$ cat src/rtl/fetch_stage_pkg.sv
// Shared definitions for the IF stage: datapath width, the canonical NOP
// (addi x0,x0,0) and the default reset vector.
package fetch_stage_pkg;

    localparam int unsigned XLEN = 32;

    localparam logic [XLEN-1:0] NOP_INSTR            = 32'h0000_0013;
    localparam logic [XLEN-1:0] RESET_VECTOR_DEFAULT = 32'h0000_0000;

endpackage : fetch_stage_pkg

$ cat src/rtl/fetch_stage_if_id_reg.sv
// IF/ID pipeline register: a flush (or reset) inserts a bubble, a stall holds,
// otherwise the fetched entry is captured. Faulted entries carry a NOP word.
module if_id_reg
    import fetch_stage_pkg::*;
(
    input  logic            clk,
    input  logic            rst,
    input  logic            stall,
    input  logic            flush,
    input  logic            fault_in,
    input  logic [XLEN-1:0] instr_in,
    input  logic [XLEN-1:0] pc_in,
    input  logic [XLEN-1:0] pc_plus4_in,
    output logic [XLEN-1:0] instr_d,
    output logic [XLEN-1:0] pc_d,
    output logic [XLEN-1:0] pc_plus4_d,
    output logic            valid_d,
    output logic            fault_d
);

    // Bubble and reset share the same contents; flush outranks stall.
    always_ff @(posedge clk) begin
        if (rst || flush) begin
            instr_d    <= NOP_INSTR;
            pc_d       <= '0;
            pc_plus4_d <= '0;
            valid_d    <= 1'b0;
            fault_d    <= 1'b0;
        end else if (!stall) begin
            instr_d    <= fault_in ? NOP_INSTR : instr_in;
            pc_d       <= pc_in;
            pc_plus4_d <= pc_plus4_in;
            valid_d    <= 1'b1;
            fault_d    <= fault_in;
        end
    end

endmodule : if_id_reg

$ cat src/rtl/fetch_stage.sv
// IF stage of the 5-stage RV32I pipeline: PC register, next-PC selection and
// IF/ID capture. Define FETCH_FAULT_EN to flag misaligned/out-of-range fetches.
module fetch_stage
    import fetch_stage_pkg::*;
#(
    parameter logic [XLEN-1:0] RESET_VECTOR = RESET_VECTOR_DEFAULT,
    parameter int unsigned     IMEM_WORDS   = 1024
) (
    input  logic            clk,
    input  logic            rst,
    input  logic            stall_f,
    input  logic            stall_d,
    input  logic            flush_d,
    input  logic            pc_src_e,
    input  logic [XLEN-1:0] pc_target_e,
    output logic [XLEN-1:0] imem_addr,
    input  logic [XLEN-1:0] imem_rdata,
    output logic [XLEN-1:0] instr_d,
    output logic [XLEN-1:0] pc_d,
    output logic [XLEN-1:0] pc_plus4_d,
    output logic            valid_d,
    output logic            fault_d,
    output logic [XLEN-1:0] fetch_count
);

    if (IMEM_WORDS == 0 || IMEM_WORDS > 32'h4000_0000) begin : g_bad_depth
        $error("fetch_stage: IMEM_WORDS must be in 1..2^30");
    end

    logic [XLEN-1:0] pc_f;
    logic [XLEN-1:0] pc_plus4_f;
    logic            bubble_d;
    logic            load_d;
    logic            fault_f;

    assign pc_plus4_f = pc_f + 32'd4;
    assign imem_addr  = pc_f;
    assign bubble_d   = flush_d | pc_src_e;
    assign load_d     = !bubble_d && !stall_d;

`ifdef FETCH_FAULT_EN
    assign fault_f = (pc_f[1:0] != 2'b00) || ({2'b00, pc_f[31:2]} >= IMEM_WORDS);
`else
    assign fault_f = 1'b0;
`endif

    // A resolved redirect wins even over a hazard-unit stall.
    always_ff @(posedge clk) begin
        if (rst) begin
            pc_f <= RESET_VECTOR;
        end else if (pc_src_e) begin
            pc_f <= pc_target_e;
        end else if (!stall_f) begin
            pc_f <= pc_plus4_f;
        end
    end

    always_ff @(posedge clk) begin
        if (rst) begin
            fetch_count <= '0;
        end else if (load_d) begin
            fetch_count <= fetch_count + 32'd1;
        end
    end

    if_id_reg u_if_id_reg (
        .clk         (clk),
        .rst         (rst),
        .stall       (stall_d),
        .flush       (bubble_d),
        .fault_in    (fault_f),
        .instr_in    (imem_rdata),
        .pc_in       (pc_f),
        .pc_plus4_in (pc_plus4_f),
        .instr_d     (instr_d),
        .pc_d        (pc_d),
        .pc_plus4_d  (pc_plus4_d),
        .valid_d     (valid_d),
        .fault_d     (fault_d)
    );

endmodule : fetch_stage

$ cat config.mk
export PLATFORM = sky130hd
export DESIGN_NAME = fetch_stage
export DESIGN_NICKNAME = d
export VERILOG_FILES = /design/src/rtl/fetch_stage_pkg.sv /design/src/rtl/fetch_stage_if_id_reg.sv /design/src/rtl/fetch_stage.sv
export SDC_FILE = /design/constraint.sdc
export NUM_CORES = 1
export LEC_CHECK = 0
export BUFFER_PORTS_ARGS = -buffer_cell sky130_fd_sc_hd__buf_4
export CAP_MARGIN = 20
export CORE_UTILIZATION = 46
export DETAILED_ROUTE_END_ITERATION = 16
export PLACE_DENSITY = 0.8
export SYNTH_ARGS = -nofsm -noshare
export SYNTH_HDL_FRONTEND = slang
export SYNTH_SLANG_ARGS = --single-unit
export TNS_END_PERCENT = 1
$ cat constraint.sdc
create_clock -name clk -period 2 [get_ports clk]
set_input_delay 0.3 -clock clk [delete_from_list [all_inputs] [get_ports clk]]
set_output_delay 0.3 -clock clk [all_outputs]
set_load 0.01 [all_outputs]
-- Yosys cells after proc, flatten, opt, wreduce, memory -nomap -nowiden
Cells that the tools add are included.
- reduce and logical (&&, ||, !) cells: 4
- bitwise operators: 1
- multiplexer cells: 2
- add/sub/neg operators: 2
- eq/ne operators: 1
- operators with widths (operator ; number):
    two-way mux 32 bit ; 2
    adder 32 x 1 -> 32 bit, second input constant ; 1
    adder 32 x 3 -> 32 bit, second input constant ; 1
    zero test 1 bit ; 2
    inequality test 2 x 1 -> 1 bit, second input constant ; 1
    logical AND 1 bit ; 1
    logical OR 1 bit ; 1
    bitwise OR 1 bit ; 1
- word-level logic and storage cells: 16
- flip-flop bits (word level): 161

-- Depth between registers and ports, before layout
- depth after elaboration: 3
- gate-level depth with buffers: 7
- gate-level depth less buffers: 6

-- Hierarchy
Synthesis repeated with hierarchy kept, for this count alone.
- cell total of the unflattened synthesis: 826
- area total of the unflattened synthesis: 7369.6 um2
- modules (own cells, without submodules) (module ; sequential area each (um2) ; area each (um2) ; cells each ; times used):
    fetch_stage ; 1281.2 ; 3749.8 ; 470 ; 1
    if_id_reg ; 1961.9 ; 3619.7 ; 356 ; 1

-- Worst setup path after synthesis
Ideal clock, no wire load.
- path kind: register to register
- start: register pc_f[2] (netlist: imem_addr[2])
- end: register u_if_id_reg.pc_plus4_d[24]
- library setup time: 0.122 ns
- data required time: 1.878 ns
- stages on the path, launching flop included: 7
- buffers on the path: 0
- clock period less this slack: 2.046 ns
- arrival: 1.925 ns
- path slack: -0.046 ns
- cell sequence: dfxtp_1 > ha_1 > nand3_4 > or4_4 > nor4_4 > xnor2_1 > a21oi_2
- word-level cells in the longest chain between the ends: 1
- RTL lines (item ; line ; source):
    start, declared ; fetch_stage.sv:30 ; logic [XLEN-1:0] pc_f;
    start signal, assigned ; fetch_stage.sv:52 ; pc_f <= pc_target_e;
    start signal, assigned ; fetch_stage.sv:54 ; pc_f <= pc_plus4_f;
    adder 32 x 3 -> 32 bit ; fetch_stage.sv:36 ; assign pc_plus4_f = pc_f + 32'd4;
    end signal, assigned ; fetch_stage_if_id_reg.sv:32 ; pc_plus4_d <= pc_plus4_in;
    end, declared ; fetch_stage_if_id_reg.sv:16 ; output logic [XLEN-1:0] pc_plus4_d,
No other way between the ends.
A chain may end at the register's enable or synchronous reset.

-- Final worst setup path
- start: register pc_f[3] (netlist: imem_addr[3])
- end: register u_if_id_reg.pc_plus4_d[24]
Same word-level chain as after synthesis.

==> impl_metrics.env <==
export IMPL_total_power_mw=7.11
export IMPL_gp_congestion=0.843
export IMPL_skew_ns=0.00769
export IMPL_critPathCaptureType="register"
export IMPL_grt_max_degree=78
export IMPL_dr_pass1_iters=4
export IMPL_row_count=45
export IMPL_route_detailed_drc=0
export IMPL_cts_path_max_buffers=2
export IMPL_clockRootBuffer="clkbuf_16"
export IMPL_layout_common_cells="282 x buf_4, 156 x dfxtp_1, 152 x nor2_1, 75 x mux2i_1, 42 x xnor2_1"
export IMPL_nFillCells=1309
export IMPL_crit_slowest_cell="or4_4"
export IMPL_cts_hold_buf=0
export IMPL_p_leak_nw=4.28
export IMPL_wl_um=18800
export IMPL_vias=6304
export IMPL_worst_path_buf_inv=0
export IMPL_fp_dieW_um=127
export IMPL_tightest_slew_ns=0.533
export IMPL_hold_depth=3
export IMPL_path_cells="ha_2 -> nand3_4 -> or4_4 -> nor4_4 -> xnor2_1 -> a21oi_2"
export IMPL_fin_crit_sh_pct=93.2
export IMPL_core_area_um2=15200
export IMPL_setup_violations=0
export IMPL_nets=1093
export IMPL_post_cts_buffers=0
export IMPL_antenna_left=0
export IMPL_cts_sinks=159
export IMPL_fin_crit_ns=1.86
export IMPL_area_growth_pct=36.4
export IMPL_cts_made_buffers=17
export IMPL_antenna_found_initial=0
export IMPL_dp_hpwl_um=13200
export IMPL_arrival_ns=2.17
export IMPL_synth_cell_types=53
export IMPL_layout_commonest_cell="buf_4"
export IMPL_ir_worst_vdd_mv=0.540
export IMPL_wl_per_cell_um=15.4
export IMPL_drt_iter0_markers=288
export IMPL_worstPathMaxFanout=6
export IMPL_final_area_um2=9780
export IMPL_fin_tns_setup_ns=0
export IMPL_startpoint_type="register"
export IMPL_cts_resized=0
export IMPL_diodes=0
export IMPL_max_cap_violations=0
export IMPL_dpl_instance_area_um2=9230
export IMPL_grt_pass1_wl_um=29500
export IMPL_cts_tree="done"
export IMPL_critPathMaxStageDelay_ns=0.56
export IMPL_finalHoldViolations=0
export IMPL_yosys_warnings=0
export IMPL_pre_cts_slack_ns=0.0418
export IMPL_synth_fp_nets=850
export IMPL_powerDensity_nw_per_um2=727
export IMPL_drv_slew=0
export IMPL_rsz0062_at_grt="false"
export IMPL_synth_avg_cell_area_um2=9.22
export IMPL_synth_edf_count=0
export IMPL_ys_ff_latch=159
export IMPL_crit_family="simple AND/OR/NAND/NOR gates"
export IMPL_grt_overflow=0
export IMPL_worstSetupPathType="reg2reg"
export IMPL_clk_insertion_delay_late_ns=0.42
export IMPL_die_area_um2=16100
export IMPL_io_pins=232
export IMPL_vias_per_cell=5.16
export IMPL_fmax_mhz=536
export IMPL_hold_slack_ns=0.0968
export IMPL_drive_above_1_share_pct=33.8
export IMPL_reg2reg_depth=6
export IMPL_track_usage_pct=23.2
export IMPL_synth_ff_type="dfxtp_1"
export IMPL_synthArstFlopShare_pct=0
export IMPL_worst_slack_ns=0.135
export IMPL_port_buffers=230
export IMPL_clk_pin_slew_worst_paths_ns=0.06
export IMPL_die_h_um=127
export IMPL_grt_pass1_vias=5874
export IMPL_slew_limit_headroom_pct=64.5
export IMPL_path_depth=6
export IMPL_hold_path_class="in2reg"
export IMPL_start_util_pct=47.2
export IMPL_outcome="complete, no violations"
export IMPL_syn_inst=778
export IMPL_ctsHtreeMaxLevel=4
export IMPL_critical_path_required_ns=2.31
export IMPL_post_synth_instance_area_um2=7170
export IMPL_ys_seq_area_share_pct=44.4
-- kinds of logic (layout without fill, tap and decap cells) --
family | Yosys count | after routing | synth area share [%]
mux | 84 | 84 | 11.9
flops | 159 | 159 | 44.4
fa+ha+maj | 2 | 2 | 0.349
xor+xnor | 70 | 70 | 8.55
simple gates | 307 | 307 | 22.1
buf+inv | 67 | 323 | 5.31
compound gates | 88 | 88 | 7.35
other cells | 1 | 1 | 0.0523
-- sequential cells by signal, summed over array words and instances (netlist names) --
signal / cells
fetch_count: 32
imem_addr: 32
u_if_id_reg.instr_d: 32
u_if_id_reg.pc_d: 30
u_if_id_reg.pc_plus4_d: 32
u_if_id_reg.valid_d: 1
-- stage by stage --
stage / cells / utilization (%)
4_1_cts: 1222 / 64.3
3_5_place_dp: 1190 / 60.7
2_1_floorplan: 778 / -
6_report: 1222 / 64.3
5_1_grt: 1222 / 64.3
3_3_place_gp: 1190 / 60.7
-- power breakdown --
part           internal [mW]  switching, mW
clock                   1.74           1.29
sequential              3.24         0.0766
combinational          0.379          0.378
-- final cells by class --
cell class | instances | area (um2) | share of cell area, %
clock buffer | 22 | 454 | 4.64
sequential | 159 | 3190 | 32.6
multi-input combinational | 552 | 3620 | 37.0
inverter | 6 | 22.5 | 0.230
timing repair buffer | 285 | 2180 | 22.3
clock inverter | 10 | 88.8 | 0.908
tap | 188 | 235 | 2.40
-- metal layers --
layer / vias up / wire length, um / track usage (%)
li1: 3144 / - / -
met1: 2972 / 8400 / 28.9
met2: 171 / 9090 / 38.8
met3: 17 / 1130 / 6.28
met4: 0 / 201 / 7.98
met5: - / 0 / 0
-- cell usage after synthesis, types with 10 or more instances --
library cell | number | area [um2]
nand2_1 | 33 | 124
mux2i_1 | 75 | 751
o21ai_0 | 24 | 120
xnor2_1 | 42 | 368
a21oi_1 | 35 | 175
buf_4 | 10 | 75.1
dfxtp_1 | 159 | 3180
a211oi_1 | 17 | 128
and3_1 | 11 | 68.8
nor3_1 | 11 | 55.1
nor2b_1 | 11 | 68.8
xor2_1 | 28 | 245
nand4_1 | 22 | 138
clkbuf_1 | 31 | 116
nor2_1 | 153 | 574
nand3_1 | 21 | 105
-- worst paths after layout --
kind	slack, ns	end	startpoint
worst max register to register	0.14	u_if_id_reg.pc_plus4_d[24]	imem_addr[3]
worst min register to register	0.46	u_if_id_reg.valid_d	u_if_id_reg.valid_d
worst max-delay path	0.14	u_if_id_reg.pc_plus4_d[24]	imem_addr[3]
worst min-delay path	0.1	u_if_id_reg.instr_d[1]	imem_rdata[1]
-- worst min-delay path, stage by stage --
cell and delay, ns:
buf_4 0.08, mux2i_1 0.05, nand2_1 0.06
(Power assumes the default switching activity.)
